### config.mk
export PLATFORM = sky130hd
export DESIGN_NAME = muldiv_unit
export DESIGN_NICKNAME = d
export VERILOG_FILES = /design/src/rtl/muldiv_unit_pkg.sv /design/src/rtl/muldiv_divstep.sv /design/src/rtl/muldiv_unit.sv
export SDC_FILE = /design/constraint.sdc
export NUM_CORES = 1
export LEC_CHECK = 0
export CORE_AREA = 2 2 209 211
export CTS_CLUSTER_DIAMETER = 60
export DETAILED_ROUTE_END_ITERATION = 8
export DIE_AREA = 0 0 211 213
export HOLD_SLACK_MARGIN = 0.05
export PLACE_DENSITY_LB_ADDON = 0.25
export SYNTH_ARGS = -nofsm -noshare
export SYNTH_HDL_FRONTEND = slang
export SYNTH_SLANG_ARGS = --single-unit
### constraint.sdc
create_clock -name clk -period 13.4 [get_ports clk]
set_input_delay 3.35 -clock clk [delete_from_list [all_inputs] [get_ports clk]]
set_output_delay 3.35 -clock clk [all_outputs]
set_load 0.01 [all_outputs]
### src/rtl/muldiv_unit_pkg.sv
// Shared encodings for the iterative multiply/divide unit: op codes and FSM states.
package muldiv_unit_pkg;

  localparam int unsigned OP_W = 2;

  typedef enum logic [OP_W-1:0] {
    OP_MULT  = 2'b00,
    OP_MULTU = 2'b01,
    OP_DIV   = 2'b10,
    OP_DIVU  = 2'b11
  } op_e;

  typedef enum logic [1:0] {
    IDLE = 2'd0,
    CALC = 2'd1,
    FIX  = 2'd2
  } state_e;

  function automatic logic op_is_div(input logic [OP_W-1:0] op);
    return (op == OP_DIV) || (op == OP_DIVU);
  endfunction

  function automatic logic op_is_signed(input logic [OP_W-1:0] op);
    return (op == OP_MULT) || (op == OP_DIV);
  endfunction

endpackage

### src/rtl/muldiv_divstep.sv
// One restoring divide step: shift the next dividend bit into the remainder, subtract if it fits.
module muldiv_divstep #(
  parameter int unsigned WIDTH = 32
) (
  input  logic [WIDTH-1:0] rem,
  input  logic [WIDTH-1:0] quo,
  input  logic [WIDTH-1:0] divisor,
  output logic [WIDTH-1:0] rem_next,
  output logic [WIDTH-1:0] quo_next
);

  logic [WIDTH:0] shifted;
  logic           fits;

  always_comb begin
    shifted  = {rem, quo[WIDTH-1]};
    fits     = shifted >= {1'b0, divisor};
    rem_next = fits ? WIDTH'(shifted - {1'b0, divisor}) : shifted[WIDTH-1:0];
    quo_next = {quo[WIDTH-2:0], fits};
  end

endmodule

### src/rtl/muldiv_unit.sv
// Iterative signed/unsigned multiply/divide owning the HI/LO registers.
// MULDIV_FAST_MUL_EN selects a single-cycle combinational multiply; divides stay iterative.
module muldiv_unit
  import muldiv_unit_pkg::*;
#(
  parameter int unsigned WIDTH = 32
) (
  input  logic             clk,
  input  logic             rst,
  input  logic             start,
  input  logic [OP_W-1:0]  op,
  input  logic [WIDTH-1:0] a,
  input  logic [WIDTH-1:0] b,
  input  logic             cancel,
  input  logic             hi_we,
  input  logic             lo_we,
  input  logic [WIDTH-1:0] wdata,
  output logic             busy,
  output logic             done,
  output logic             div_zero,
  output logic [WIDTH-1:0] hi,
  output logic [WIDTH-1:0] lo
);

  localparam int unsigned CNT_W = $clog2(WIDTH);
  localparam int unsigned ACC_W = 2 * WIDTH;

`ifdef MULDIV_FAST_MUL_EN
  localparam bit FAST_MUL = 1'b1;
`else
  localparam bit FAST_MUL = 1'b0;
`endif

  state_e           state, state_nx;
  logic [CNT_W-1:0] cnt;
  logic [WIDTH-1:0] acc_hi, acc_lo, opd;
  logic             div_op, neg_res, neg_rem, dz;
  logic             load, step, fix_wr, fast_wr;

  logic             in_div, in_neg_a, in_neg_b;
  logic [WIDTH-1:0] abs_a, abs_b;
  logic [WIDTH-1:0] ds_rem, ds_quo;
  logic [WIDTH:0]   mul_sum;
  logic [ACC_W-1:0] prod, fast_prod;
  logic [WIDTH-1:0] res_hi, res_lo;

  // Operand magnitudes and signs for the incoming request
  always_comb begin
    in_div   = op_is_div(op);
    in_neg_a = op_is_signed(op) & a[WIDTH-1];
    in_neg_b = op_is_signed(op) & b[WIDTH-1];
    abs_a    = in_neg_a ? -a : a;
    abs_b    = in_neg_b ? -b : b;
  end

`ifdef MULDIV_FAST_MUL_EN
  assign fast_prod = (in_neg_a ^ in_neg_b) ? -(ACC_W'(abs_a) * ACC_W'(abs_b))
                                           :  (ACC_W'(abs_a) * ACC_W'(abs_b));
`else
  assign fast_prod = '0;
`endif

  muldiv_divstep #(.WIDTH(WIDTH)) u_divstep (
    .rem      (acc_hi),
    .quo      (acc_lo),
    .divisor  (opd),
    .rem_next (ds_rem),
    .quo_next (ds_quo)
  );

  // Shift-add: conditionally add multiplicand to the upper half, then shift the pair right
  assign mul_sum = {1'b0, acc_hi} + (acc_lo[0] ? {1'b0, opd} : '0);

  // Sign correction; a zero divisor forces an all-ones quotient and leaves the dividend in HI
  always_comb begin
    prod = neg_res ? -{acc_hi, acc_lo} : {acc_hi, acc_lo};
    if (div_op) begin
      res_lo = dz ? '1 : (neg_res ? -acc_lo : acc_lo);
      res_hi = neg_rem ? -acc_hi : acc_hi;
    end else begin
      res_hi = prod[ACC_W-1:WIDTH];
      res_lo = prod[WIDTH-1:0];
    end
  end

  always_ff @(posedge clk or posedge rst) begin
    if (rst) state <= IDLE;
    else     state <= state_nx;
  end

  always_comb begin
    state_nx = state;
    load     = 1'b0;
    step     = 1'b0;
    fix_wr   = 1'b0;
    fast_wr  = 1'b0;
    case (state)
      IDLE: begin
        if (start) begin
          if (FAST_MUL && !in_div) begin
            fast_wr = 1'b1;
          end else begin
            load     = 1'b1;
            state_nx = CALC;
          end
        end
      end
      CALC: begin
        step = 1'b1;
        if (cnt == CNT_W'(WIDTH - 1)) state_nx = FIX;
      end
      FIX: begin
        fix_wr   = 1'b1;
        state_nx = IDLE;
      end
      default: state_nx = IDLE;
    endcase
    // Flush overrides everything, including a start in the same cycle
    if (cancel) begin
      state_nx = IDLE;
      load     = 1'b0;
      step     = 1'b0;
      fix_wr   = 1'b0;
      fast_wr  = 1'b0;
    end
  end

  always_ff @(posedge clk or posedge rst) begin
    if (rst) begin
      busy     <= 1'b0;
      done     <= 1'b0;
      div_zero <= 1'b0;
      hi       <= '0;
      lo       <= '0;
      cnt      <= '0;
      acc_hi   <= '0;
      acc_lo   <= '0;
      opd      <= '0;
      div_op   <= 1'b0;
      neg_res  <= 1'b0;
      neg_rem  <= 1'b0;
      dz       <= 1'b0;
    end else begin
      busy     <= (state_nx != IDLE);
      done     <= fix_wr | fast_wr;
      div_zero <= fix_wr & dz;
      if (!busy) begin
        if (hi_we) hi <= wdata;
        if (lo_we) lo <= wdata;
      end
      // Result writes come last so they win over a same-edge MTHI/MTLO
      if (fix_wr) begin
        hi <= res_hi;
        lo <= res_lo;
      end
      if (fast_wr) begin
        hi <= fast_prod[ACC_W-1:WIDTH];
        lo <= fast_prod[WIDTH-1:0];
      end
      if (load) begin
        cnt     <= '0;
        acc_hi  <= '0;
        acc_lo  <= in_div ? abs_a : abs_b;
        opd     <= in_div ? abs_b : abs_a;
        div_op  <= in_div;
        neg_res <= in_neg_a ^ in_neg_b;
        neg_rem <= in_neg_a;
        dz      <= in_div && (b == '0);
      end else if (step) begin
        cnt <= cnt + CNT_W'(1);
        if (div_op) begin
          acc_hi <= ds_rem;
          acc_lo <= ds_quo;
        end else begin
          {acc_hi, acc_lo} <= {mul_sum, acc_lo[WIDTH-1:1]};
        end
      end
    end
  end

endmodule

# Word level (Yosys, flattened, before mapping)
# Cells that the tools add are included.
[totals]
reg_bits = 174
latchBits = 0
ramBits = 0
romBits = 0
inputBits = 104
word_cells = 82
memories = 0
[op_classes]
add_sub_neg = 8
n_mul = 0
div = 0
magnitude_cmp = 1
n_eq_ne = 6
n_shift = 0
mux = 37
bitwise_logic = 4
reduce_logical = 12
[op_table]
columns = ["cell", "n"]
rows = [
  ["$mux W32", 23],
  ["$neg A32 Y32", 4],
  ["$mux W64", 1],
  ["$neg A64 Y64", 1],
  ["$add A32 B32 Y33", 1],
  ["$ge A33 B32 Y1", 1],
  ["$logic_not A32 Y1", 1],
  ["$sub A32 B32 Y32", 1],
  ["$mux W5", 2],
  ["$reduce_bool A2 Y1", 4],
  ["$mux W1", 7],
  ["$eq A2 B2 Y1 const B", 3],
  ["$mux W2", 3],
  ["$add A5 B1 Y5 const B", 1],
  ["$eq A5 B5 Y1 const B", 1],
  ["$logic_not A2 Y1", 2],
  ["$pmux W2 S2", 1],
  ["$reduce_and A2 Y1", 2],
  ["$and A1 B1 Y1", 3],
  ["$eq A2 B1 Y1 const B", 1],
  ["$logic_or A1 B1 Y1", 2],
  ["$ne A2 B1 Y1 const B", 1],
  ["$logic_and A1 B1 Y1", 1],
  ["$xor A1 B1 Y1", 1],
]

# Depth between registers and ports, before layout
[logic_depth]
depth_word = 6
ltp_mapped = 15
ltp_nobuf = 14

# Hierarchy
# A second synthesis with hierarchy kept.
[hier_totals]
cells_unflattened = 1897
area_unflattened_um2 = 15462.3
[modules_own_cells]
columns = ["module", "n_inst", "cells_each", "area_each_um2"]
rows = [
  ["muldiv_unit", 1, 1542, 12891.1],
  ["muldiv_divstep", 1, 355, 2571.2],
]

# Worst setup path before layout
# Ideal clock, no wire load.
[synth_timing]
path_type = "input to register"
startpoint = "input port b[8]"
endpoint = "register acc_lo[21]"
arrival_time_ps = 5349
required_ps = 13265
slack_ps = 7917
path_stages = 9
cell_sequence = "or4_1 nor2_1 nand2_1 or2_2 o41ai_1 xor2_1 nor3_1 a221oi_1 o21ai_0"
[synth_via]
elab_chain_len = 4
[synth_rtl]
columns = ["item", "line", "text"]
rows = [
  ["start, declared", "muldiv_unit.sv:13", "input logic [WIDTH-1:0] b,"],
  ["$neg A32 Y32", "muldiv_unit.sv:53", "abs_b = in_neg_b ? -b : b;"],
  ["$mux W32", "muldiv_unit.sv:53", ""],
  ["$mux W32", "muldiv_unit.sv:163", "acc_lo <= in_div ? abs_a : abs_b;"],
  ["$mux W32", "muldiv_unit.sv:160", "if (load) begin"],
  ["end signal, assigned", "muldiv_unit.sv:163", ""],
  ["end signal, assigned", "muldiv_unit.sv:173", "acc_lo <= ds_quo;"],
  ["end signal, assigned", "muldiv_unit.sv:175", "{acc_hi, acc_lo} <= {mul_sum, acc_lo[WIDTH-1:1]};"],
  ["end, declared", "muldiv_unit.sv:36", "logic [WIDTH-1:0] acc_hi, acc_lo, opd;"],
]
# No other way between the ends.
# A chain may end at the register's enable or synchronous reset.

# Worst setup path in the final report
[layout_timing]
startpoint = "input port a[18]"
endpoint = "register acc_lo[30]"
[layout_via]
elab_chain_len = 4
[layout_rtl]
columns = ["item", "line", "text"]
rows = [
  ["start, declared", "muldiv_unit.sv:12", "input logic [WIDTH-1:0] a,"],
  ["$neg A32 Y32", "muldiv_unit.sv:52", "abs_a = in_neg_a ? -a : a;"],
  ["$mux W32", "muldiv_unit.sv:52", ""],
  ["$mux W32", "muldiv_unit.sv:163", ""],
  ["$mux W32", "muldiv_unit.sv:160", ""],
]
# No other way between the ends.

==> impl_metrics.xml <==
<?xml version="1.0" encoding="UTF-8"?>
<metrics>
  <group name="yosys">
    <metric name="seq_area_frac_synth" unit="">0.2950</metric>
    <metric name="post_synth_inst_count" unit="">1872</metric>
    <metric name="yosys_warnings" unit="">0</metric>
    <metric name="netlist_area" unit="sq um">14760</metric>
    <metric name="synth-edff-count" unit="">0</metric>
    <metric name="synthFlopType" unit="">dfrtp_1</metric>
    <metric name="synth-async-reset-ratio" unit="">1.000</metric>
    <metric name="netlist.top_cell.by_area" unit="">dfrtp_1</metric>
    <metric name="syn_area_per_cell" unit="sq um">7.885</metric>
    <metric name="synth.top_cell.area_share" unit="">0.2950</metric>
    <metric name="synth_fp_nets" unit="">2048</metric>
    <metric name="yosys.cell_types.count" unit="">79</metric>
    <metric name="yosys-top-cells-area" unit="">dfrtp_1 29%, nand2_1 6.1%, ha_1 5.9%</metric>
    <metric name="ys_seq_elements" unit="">174</metric>
  </group>
  <group name="clock_network">
    <metric name="clock_path_buffers" unit="">2</metric>
    <metric name="cts.sinks" unit="">174</metric>
    <metric name="clock_buffers_created_by_tritoncts" unit="">17</metric>
    <metric name="clk_pin_slew_worst_paths" unit="ns">0.07</metric>
    <metric name="clock_latency" unit="ns">0.46</metric>
    <metric name="cts.repair_timing.setup_buffer_count" unit="">0</metric>
    <metric name="cts.hold.buffers_added" unit="">0</metric>
    <metric name="h_tree_depth" unit="">4</metric>
    <metric name="cts_tree" unit="">yes</metric>
    <metric name="cts-root-buf" unit="">clkbuf_16</metric>
    <metric name="cts-resized-gates" unit="">0</metric>
  </group>
  <group name="placed_design">
    <metric name="portBuffers" unit="">170</metric>
    <metric name="pre_cts_ws" unit="ns">7.088</metric>
    <metric name="placement.cell_area" unit="sq um">16850</metric>
    <metric name="globalplace.congestion" unit="">0.9369</metric>
    <metric name="estimated_wirelength_of_the_detail_placed_design" unit="microns">40160</metric>
    <metric name="total_instance_count_after_detailed_placement" unit="">2484</metric>
  </group>
  <group name="global_routing">
    <metric name="antenna_found_initial" unit="">2</metric>
    <metric name="first_pass_grt_wire_length" unit="microns">78890</metric>
    <metric name="gr-usage-all-layers" unit="">0.2284</metric>
    <metric name="grt.overflow.total" unit="">0</metric>
    <metric name="grt_max_degree" unit="">111</metric>
    <metric name="grt_pass1_vias" unit="">13390</metric>
  </group>
  <group name="timing">
    <metric name="report.final.slew_viol_count" unit="">0</metric>
    <metric name="slew_headroom" unit="">0.2199</metric>
    <metric name="report.final.hold_viol_count" unit="">0</metric>
    <metric name="fin_crit" unit="ns">5.919</metric>
    <metric name="postLayoutSetupSlackWorst" unit="ns">7.481</metric>
    <metric name="fmaxAchievable" unit="MHz">169.0</metric>
    <metric name="grt_setup_unrepaired" unit="">no</metric>
    <metric name="setup_violations" unit="">0</metric>
    <metric name="timing_worst_slew_pin_value" unit="ns">1.168</metric>
    <metric name="finClkSkew" unit="ns">0.01372</metric>
    <metric name="final.setup.tns" unit="ns">0</metric>
    <metric name="min_period_over_period" unit="">0.4417</metric>
  </group>
  <group name="worst_setup_path">
    <metric name="worst-path-max-fanout" unit="">5</metric>
    <metric name="crit_path_start_kind" unit="">primary input</metric>
    <metric name="cp-end-kind" unit="">flop</metric>
    <metric name="critical_path_required" unit="ns">13.74</metric>
    <metric name="criticalPathCategory" unit="">in2reg</metric>
    <metric name="timing.critical_path.arrival" unit="ns">6.26</metric>
  </group>
  <group name="routing">
    <metric name="first_pass_iters" unit="">6</metric>
    <metric name="post_drt_wl_per_cell" unit="microns">20.87</metric>
    <metric name="detail_route.drc_violations" unit="">0</metric>
    <metric name="vias" unit="">14310</metric>
    <metric name="drt_iter0_drc" unit="">1205</metric>
    <metric name="final_antenna_net_count" unit="">0</metric>
    <metric name="wl" unit="microns">52500</metric>
    <metric name="post_drt_via_cell_ratio" unit="">5.688</metric>
  </group>
  <group name="pwr">
    <metric name="powerDensity" unit="nW/um^2">176.8</metric>
    <metric name="leakagePower" unit="nW">7.408</metric>
    <metric name="cellInternalPower" unit="W">0.001595</metric>
    <metric name="seq_power_share" unit="">0.287</metric>
    <metric name="clk_network_pwr_share" unit="">0.171</metric>
    <metric name="irDropWorstVdd" unit="uV">114.1</metric>
    <metric name="combPwrFrac" unit="">0.543</metric>
    <metric name="switchingPower" unit="W">0.001490</metric>
    <metric name="power.share.switching" unit="">0.4830</metric>
    <metric name="fin_total_pwr" unit="W">0.003085</metric>
  </group>
  <group name="final_layout">
    <metric name="drive_gt1_frac" unit="">0.04467</metric>
    <metric name="layout.cells.most_common_list" unit="">239 x nand2_1, 173 x dfrtp_1, 172 x nor2_1</metric>
    <metric name="finalInstanceArea" unit="sq um">17450</metric>
    <metric name="commonest_non_fill_non_tap_cell_in_the_layout" unit="">nand2_1</metric>
    <metric name="layout-area-overhead-vs-synth" unit="%">18.23</metric>
    <metric name="nNetsFinal" unit="">2133</metric>
    <metric name="antennaDiodeCount" unit="">0</metric>
    <metric name="finish.cell_count_without_fillers" unit="">2516</metric>
  </group>
  <group name="floorplanning">
    <metric name="die_w" unit="microns">211</metric>
    <metric name="dieArea" unit="sq um">44940</metric>
    <metric name="die_height" unit="microns">213</metric>
    <metric name="fp.coreArea" unit="sq um">42700</metric>
    <metric name="top_level_port_count" unit="">171</metric>
    <metric name="row_count" unit="">76</metric>
    <metric name="floorplan.initialDensity" unit="">0.3457</metric>
  </group>
  <group name="worst_hold_path">
    <metric name="worst_hold_path_type" unit="">reg2reg</metric>
  </group>
  <group name="flow_run">
    <metric name="max_cap_violations" unit="">0</metric>
  </group>
  <group name="outcome">
    <metric name="status" unit="">finished, final reports clean</metric>
  </group>
</metrics>
## worst max-delay path, stage by stage
cell and delay, ns:
clkdlybuf4s50_1 0.49, or4_1 0.59, nor4_1 0.38, nand2b_1 0.18, nor4_1 0.30, nor2b_1 0.24, a21oi_1 0.10, xnor2_1 0.23
a211oi_1 0.10, a221o_1 0.31
## worst paths after layout
check	start	end	slack, ns	cells past startpoint
max	a[18]	acc_lo[30]	7.48	10
min	opd[28]	opd[28]	0.49	2
max reg2reg	acc_lo[0]	acc_hi[31]	8.86	14
min reg2reg	opd[28]	opd[28]	0.49	2
max in group asynchronous	rst	opd[25]	8.82	3
min in group asynchronous	rst	lo[21]	3.26	2
## layer usage
layer | share of wire | global-route usage | vias up
li1 | - | - | 6864
met1 | 0.46 | 0.3145 | 6903
met2 | 0.46 | 0.3734 | 476
met3 | 0.056 | 0.03030 | 65
met4 | 0.024 | 0.06799 | 2
met5 | 0.00025 | 0 | -
## logic make-up after synthesis
kind of cell             after synthesis  synth area share
flip-flops                           174            0.2950
multiplexers                          91           0.06247
AND/OR/NAND/NOR                      603            0.1880
XOR/XNOR                             174            0.1032
buffers and inverters                191           0.04967
AO/OA/AOI/OAI                        567            0.2396
adder cells (fa/ha/maj)               72           0.06205
## cells in the mapped netlist (all sizes together), types with 10 or more instances
master,count
a211oi,13
a21o,22
a21oi,162
a221oi,10
a22oi,28
a31oi,19
a32oi,24
and3,13
buf,19
clkbuf,100
dfrtp,174
ha,70
inv,71
mux2i,82
nand2,239
nand2b,16
nand3,20
nor2,173
nor2b,14
nor3,45
nor4,21
o211ai,17
o21ai,183
o21bai,12
o31ai,17
o41ai,12
or4,12
xnor2,77
xor2,97
## final cells by class
cell class	count	area [sq um]
sequential	174	4355
tap	546	683.2
clock inverter	14	163.9
inverter	72	275.3
fill	4302	25250
multi-input combinational	1507	9722
timing repair buffer	185	1812
clock buffer	18	439.2
## registers in the layout, summed over array words and instances, names as in the netlist, 2 cells and up
register  cells
lo           32
hi           32
cnt           5
acc_hi       32
acc_lo       32
state         2
opd          32
## stage by stage
step	utilization	hold WS, ns
after floorplan	-	0.4497
after global placement	0.3946	0.4675
after detailed placement	0.3946	0.4703
after CTS	0.4087	0.4870
after global routing	0.4087	0.5123
final	0.4087	0.4871
## power groups by stage
| stage | logic (W) | registers, W | clock network [W] |
|---|---|---|---|
| floorplan | 0.00123 | 0.000777 | 0 |
| global placement | 0.00163 | 0.000882 | 0 |
| detailed placement | 0.00165 | 0.000886 | 0 |
| CTS | 0.00166 | 0.000875 | 0.000530 |
| global route | 0.00185 | 0.000898 | 0.000550 |
| finish | 0.00167 | 0.000884 | 0.000526 |
(Power assumes the default switching activity.)
